$ cat src/rtl/movement_sequencer.sv
// movement_sequencer: per-frame controller for the movement datapath.
// Each accepted frame tick runs an erase/step/redraw pass for the crosshair and,
// on bird frames, a second pass for the bird. control mirrors the registered state.
module movement_sequencer #(
  parameter int FRAME_CYCLES = 833334,
  parameter int BIRD_DIV     = 2,
  parameter int TIMEOUT      = 4096
) (
  input  logic       clk,
  input  logic       reset_n,
  input  logic       p_left,
  input  logic       p_right,
  input  logic       p_up,
  input  logic       p_down,
  input  logic       b_left,
  input  logic       b_right,
  input  logic       b_up,
  input  logic       b_down,
  input  logic       draw_done,
  input  logic       freeze,
  output logic [3:0] control,
  output logic       PorB,
  output logic       busy,
  output logic       frame_overrun,
  output logic       timeout_err
);

  localparam int FW = (FRAME_CYCLES > 1) ? $clog2(FRAME_CYCLES) : 1;
  localparam int BW = (BIRD_DIV > 1) ? $clog2(BIRD_DIV) : 1;
  localparam int WW = (TIMEOUT > 1) ? $clog2(TIMEOUT) : 1;
  localparam logic [FW-1:0] FRAME_LAST = FW'(FRAME_CYCLES - 1);
  localparam logic [BW-1:0] BIRD_LAST  = BW'(BIRD_DIV - 1);
  localparam logic [WW-1:0] WAIT_LAST  = WW'(TIMEOUT - 1);

  // State encoding doubles as the datapath control code.
  typedef enum logic [3:0] {
    HOLD    = 4'b0000,
    PREHOLD = 4'b0100,
    CLEAR   = 4'b0001,
    LEFT    = 4'b0011,
    RIGHT   = 4'b0010,
    DOWN    = 4'b0110,
    UP      = 4'b0111,
    DRAW    = 4'b0101
  } state_t;

  state_t          state_q, state_d;
  logic            porb_q, porb_d;
  logic [FW-1:0]   frame_cnt_q;
  logic [BW-1:0]   bird_cnt_q;
  logic            bird_frame_q;
  logic [WW-1:0]   wait_q;
  logic [7:0]      req_q;
  logic            overrun_q;
  logic            timeout_q;

  logic            tick;
  logic            tick_ok;
  logic            in_wait;
  logic            wait_done;
  logic            wait_last;
  logic            step_ok;
  logic [3:0]      sel;
  logic            mv_l, mv_r, mv_d, mv_u;

  // Snapshot layout: {p_left, p_right, p_down, p_up, b_left, b_right, b_down, b_up}.
  // Opposing requests cancel, so at most one horizontal and one vertical step.
  assign sel  = porb_q ? req_q[3:0] : req_q[7:4];
  assign mv_l = sel[3] & ~sel[2];
  assign mv_r = sel[2] & ~sel[3];
  assign mv_d = sel[1] & ~sel[0];
  assign mv_u = sel[0] & ~sel[1];

  // Ticks are only accepted in HOLD; nothing is queued.
  assign tick    = (frame_cnt_q == FRAME_LAST);
  assign tick_ok = tick & ~freeze & (state_q == HOLD);

  // draw_done in the first wait cycle belongs to the previous sweep and is ignored.
  assign in_wait   = (state_q == CLEAR) | (state_q == DRAW);
  assign wait_done = draw_done & (wait_q != '0);
  assign wait_last = (wait_q == WAIT_LAST);
  assign step_ok   = in_wait & (wait_done | wait_last);

  // State register and pass select; PorB only moves with state transitions.
  always_ff @(posedge clk or negedge reset_n) begin
    if (!reset_n) begin
      state_q <= HOLD;
      porb_q  <= 1'b0;
    end else begin
      state_q <= state_d;
      porb_q  <= porb_d;
    end
  end

  // Next-state logic: erase, ordered steps (LEFT, RIGHT, DOWN, UP), redraw.
  always_comb begin
    state_d = state_q;
    porb_d  = porb_q;
    unique case (state_q)
      HOLD: begin
        if (tick_ok) begin
          state_d = PREHOLD;
          porb_d  = 1'b0;
        end
      end
      PREHOLD: state_d = CLEAR;
      CLEAR: begin
        if (step_ok) begin
          if (mv_l)      state_d = LEFT;
          else if (mv_r) state_d = RIGHT;
          else if (mv_d) state_d = DOWN;
          else if (mv_u) state_d = UP;
          else           state_d = DRAW;
        end
      end
      LEFT, RIGHT: begin
        if (mv_d)      state_d = DOWN;
        else if (mv_u) state_d = UP;
        else           state_d = DRAW;
      end
      DOWN, UP: state_d = DRAW;
      DRAW: begin
        if (step_ok) begin
          if (!porb_q && bird_frame_q) begin
            state_d = PREHOLD;
            porb_d  = 1'b1;
          end else begin
            state_d = HOLD;
            porb_d  = 1'b0;
          end
        end
      end
      default: state_d = HOLD;
    endcase
  end

  // Frame timing, bird cadence, request snapshot, wait counter and sticky flags.
  always_ff @(posedge clk or negedge reset_n) begin
    if (!reset_n) begin
      frame_cnt_q  <= '0;
      bird_cnt_q   <= '0;
      bird_frame_q <= 1'b0;
      wait_q       <= '0;
      req_q        <= '0;
      overrun_q    <= 1'b0;
      timeout_q    <= 1'b0;
    end else begin
      frame_cnt_q <= tick ? '0 : frame_cnt_q + 1'b1;
      if (tick_ok) begin
        bird_frame_q <= (bird_cnt_q == '0);
        bird_cnt_q   <= (bird_cnt_q == BIRD_LAST) ? '0 : bird_cnt_q + 1'b1;
        req_q        <= {p_left, p_right, p_down, p_up, b_left, b_right, b_down, b_up};
      end
      if (state_d != state_q) wait_q <= '0;
      else if (in_wait)       wait_q <= wait_q + 1'b1;
      if (tick && !freeze && (state_q != HOLD)) overrun_q <= 1'b1;
      if (in_wait && wait_last && !wait_done)   timeout_q <= 1'b1;
    end
  end

  // Outputs are straight decodes of registered state.
  always_comb begin
    control       = state_q;
    PorB          = porb_q;
    busy          = (state_q != HOLD);
    frame_overrun = overrun_q;
    timeout_err   = timeout_q;
  end

endmodule

$ cat config.mk
export PLATFORM = sky130hd
export DESIGN_NAME = movement_sequencer
export DESIGN_NICKNAME = d
export VERILOG_FILES = /design/src/rtl/movement_sequencer.sv
export SDC_FILE = /design/constraint.sdc
export NUM_CORES = 1
export LEC_CHECK = 0
export ABC_CLOCK_PERIOD_IN_PS = 3200
export BUFFER_PORTS_ARGS = -buffer_cell sky130_fd_sc_hd__buf_2
export CAP_MARGIN = 20
export CORE_MARGIN = 3
export CORE_UTILIZATION = 55
export CTS_CLUSTER_DIAMETER = 50
export DETAILED_ROUTE_END_ITERATION = 8
export PLACE_DENSITY = 0.84
export SLEW_MARGIN = 5
export SYNTH_ARGS = -nofsm -noshare
export SYNTH_HDL_FRONTEND = slang
export SYNTH_SLANG_ARGS = --single-unit
export TNS_END_PERCENT = 100
$ cat constraint.sdc
create_clock -name clk -period 3.2 [get_ports clk]
set_input_delay 0.16 -clock clk [delete_from_list [all_inputs] [get_ports clk]]
set_output_delay 0.16 -clock clk [all_outputs]
set_load 0.02 [all_outputs]
==> key figures <==
Outcome
  – Status: completed

Timing
  – Final Cycle Share: 77.8%
  – Final Slew Violations: 0
  – Worst Skew: 0.00506 ns
  – Sum Neg Setup Slack: 0 ns
  – Final Hold Fails: 0
  – RSZ-0062 raised after global routing: false
  – Tmin final: 2.49 ns
  – Worst Tran Pin Value: 0.751 ns
  – Worst slew margin: 49.7%
  – F_max: 402 MHz
  – Final setup violation count: 0

Logic synthesis
  – Yosys top cell by area: dfrtp_1
  – Syn_area_per_cell: 10.6 um2
  – FFs w/ async S/R, synth: 100%
  – Register area share after synthesis: 42.5%
  – Post-synth top flop: dfrtp_1
  – Synth top area cells: dfrtp_1 42%, xnor2_1 5.6%, mux2_4 3.7%
  – Post-synth EDFFs: 0
  – Cell variety after synth: 52
  – Net Count, Synth: 286
  – #FFs+latches synth: 48
  – Ys Warns: 0
  – Share of the synthesized area in the top cell type: 42.5%
  – Synthesized cell area: 0.00283 mm2
  – Mapped Cells: 267

Pwr
  – Power, Total: 1.08 mW
  – Lkg Pwr: 1.41 nW
  – Power per cell area: 353 mW/mm2
  – Max VDD drop: 0.260 mV

Clock network
  – CTS Sinks: 48
  – Setup bufs post-CTS: 0
  – CTS Root Cell: clkbuf_8
  – Htree depth: 2
  – Number of CTS-inserted buffers: 5
  – Clock network latency to the later pin of the worst-skew pair: 0.30 ns
  – CTS tree: yes
  – Clk slew on worst S/H paths: 0.09 ns
  – Bufs on Longest Clock Path: 2

GRT
  – Gr ovfl total: 0
  – Largest net degree at the start of global routing: 49
  – Tot GR Track Use: 19.2%
  – Initial antenna violation count: 0
  – Vias in the first global route: 1960
  – First-pass GRT wire length: 9.25 mm

Route
  – Drt wl/cell: 14.8 um
  – DR pass1 iterations: 4
  – Antenna Nets Post-Route: 0
  – DR iter-0 viols: 89
  – Via count: 2003
  – Vias/cell: 5.71
  – Routed wire length: 5.21 mm
  – Residual DRC: 0

Finish
  – Ant diodes: 0
  – Nets: 302
  – Area Growth Syn to Fin: 8.05%
  – Fillers: 391
  – Share of post-route cells with drive strength above 1: 23.9%
  – Post-route cell area: 0.00306 mm2

Worst hold path
  – Worst min-delay path category: primary input to flip-flop

Die
  – Die Wd: 77.7 um
  – Die Area: 0.00604 mm2
  – Rows: 25
  – Core ar.: 0.00485 mm2
  – IO Pins: 20
  – Starting Density: 58.3%
  – DIE HEIGHT: 77.7 um

Critical path
  – Required @ worst endpoint: 3.40 ns
  – Crit path DAT: 2.69 ns
  – Start-to-end type of the worst setup path: flip-flop to flip-flop
  – Nature of the critical path endpoint: flip-flop
  – Crit-path max FO: 12
  – CP startpoint kind: flip-flop

Placement
  – Placed Area: 0.00293 mm2
  – Port bufs: 19
  – DP HPWL: 3.72 mm
  – GP Congestion: 0.856

Job
  – Max-cap violation count: 0
[per-stage QoR]
step / cells / hold slack, ns / setup WS, ns / util (%)
6_report: 351 / 0.0833 / 0.711 / 63.0
5_1_grt: 351 / 0.0731 / 0.543 / 63.0
3_5_place_dp: 341 / 0.395 / 0.706 / 60.5
4_1_cts: 349 / 0.0700 / 0.686 / 62.4
3_3_place_gp: 341 / 0.392 / 0.777 / 60.5
2_1_floorplan: 267 / -0.136 / 0.708 / -
[kinds of logic (layout without fill, tap and decap cells)]
| kind of cell | after synthesis | in the layout | share of synthesized area (%) |
|---|---|---|---|
| buffers and inverters | 28 | 45 | 5.13 |
| adders and majority gates | 7 | 7 | 3.10 |
| other | 1 | 1 | 0.133 |
| xor gates and xnor gates | 27 | 27 | 8.36 |
| DFF | 48 | 48 | 42.5 |
| and+or+nand+nor | 120 | 120 | 28.1 |
| AOI/OAI and AO/OA | 23 | 23 | 6.73 |
| muxes | 13 | 13 | 5.93 |
[cell type report]
cell class                      instances  area [um2]  area share (%)
Clock buffer                            6        82.6            2.70
Clock inverter                          2        10.0           0.328
Inverter                               13        48.8            1.60
Multi-Input combinational cell        191        1480            48.5
Sequential cell                        48        1200            39.3
Tap cell                               67        83.8            2.74
Timing Repair Buffer                   24         148            4.83
[cells in the final DEF (no fill, tap or decap), drive strengths merged, types with 4 or more instances in the layout]
cell type and instances:
a21oi 6, buf 23, clkbuf 6, dfrtp 48
ha 7, inv 13, mux2 9, mux2i 4
nand2 21, nand3 13, nand3b 4, nand4 10
nand4b 4, nor2 21, nor3 16, nor4 8
nor4b 7, xnor2 18, xor2 9
[path summary, 6_finish.rpt]
check | from | to | slack, ns | cells past startpoint
setup / recovery | PorB$_DFFE_PN0P_ | wait_q[2]$_DFFE_PN0P_ | 0.71 | 8
hold / removal | p_up | req_q[4]$_DFFE_PN0P_ | 0.08 | 2
setup reg to reg | PorB$_DFFE_PN0P_ | wait_q[2]$_DFFE_PN0P_ | 0.71 | 8
hold reg to reg | timeout_err$_DFFE_PN0P_ | timeout_err$_DFFE_PN0P_ | 0.48 | 1
max in group asynchronous | reset_n | wait_q[3]$_DFFE_PN0P_ | 2.42 | 3
min in group asynchronous | reset_n | req_q[2]$_DFFE_PN0P_ | 0.29 | 2
[timing repair]
| action | CTS | global route |
|---|---|---|
| endpoints found under the hold margin | 0 | 14 |
| hold buffers | 0 | 1 |
| resized for setup | 0 | 0 |
[power breakdown]
group	leakage (nW)	total [mW]	switching (mW)	internal [mW]
registers	0.649	0.621	0.0109	0.611
logic	0.709	0.0810	0.0481	0.0329
clock network	0.0510	0.375	0.202	0.173
total	1.41	1.08	0.261	0.816
[per-layer routing]
layer	wire length, um	track usage, %
met1	2460	26.5
met2	2450	29.4
met3	202	4.52
met4	90	6.76
met5	0	0
[sequential cells by signal (all words and copies together) (netlist names)]
register,count
wait_q,12
req_q,8
bird_cnt_q,1
control,4
frame_cnt_q,20
PorB,1
frame_overrun,1
timeout_err,1
[cells in the mapped netlist (all sizes together), types with 4 or more instances]
cell type,instances
xor2,9
xnor2,18
nand3,13
ha,7
nor2,21
nand4b,4
buf,10
inv,13
clkbuf,5
nand3b,4
nand4,10
mux2,9
nand2,21
dfrtp,48
mux2i,4
nor4,8
a21oi,6
nor4b,7
nor3,16
[worst max-delay path, cell delays in order, from the launching register on]
cell,delay (ns)
dfrtp_1,0.53
mux2_2,0.37
ha_1,0.28
nor3b_1,0.24
a21oi_1,0.11
nor3_1,0.31
a221oi_4,0.05
buf_4,0.22
nor4b_1,0.28
No activity file was read; power rests on OpenSTA's default activity.
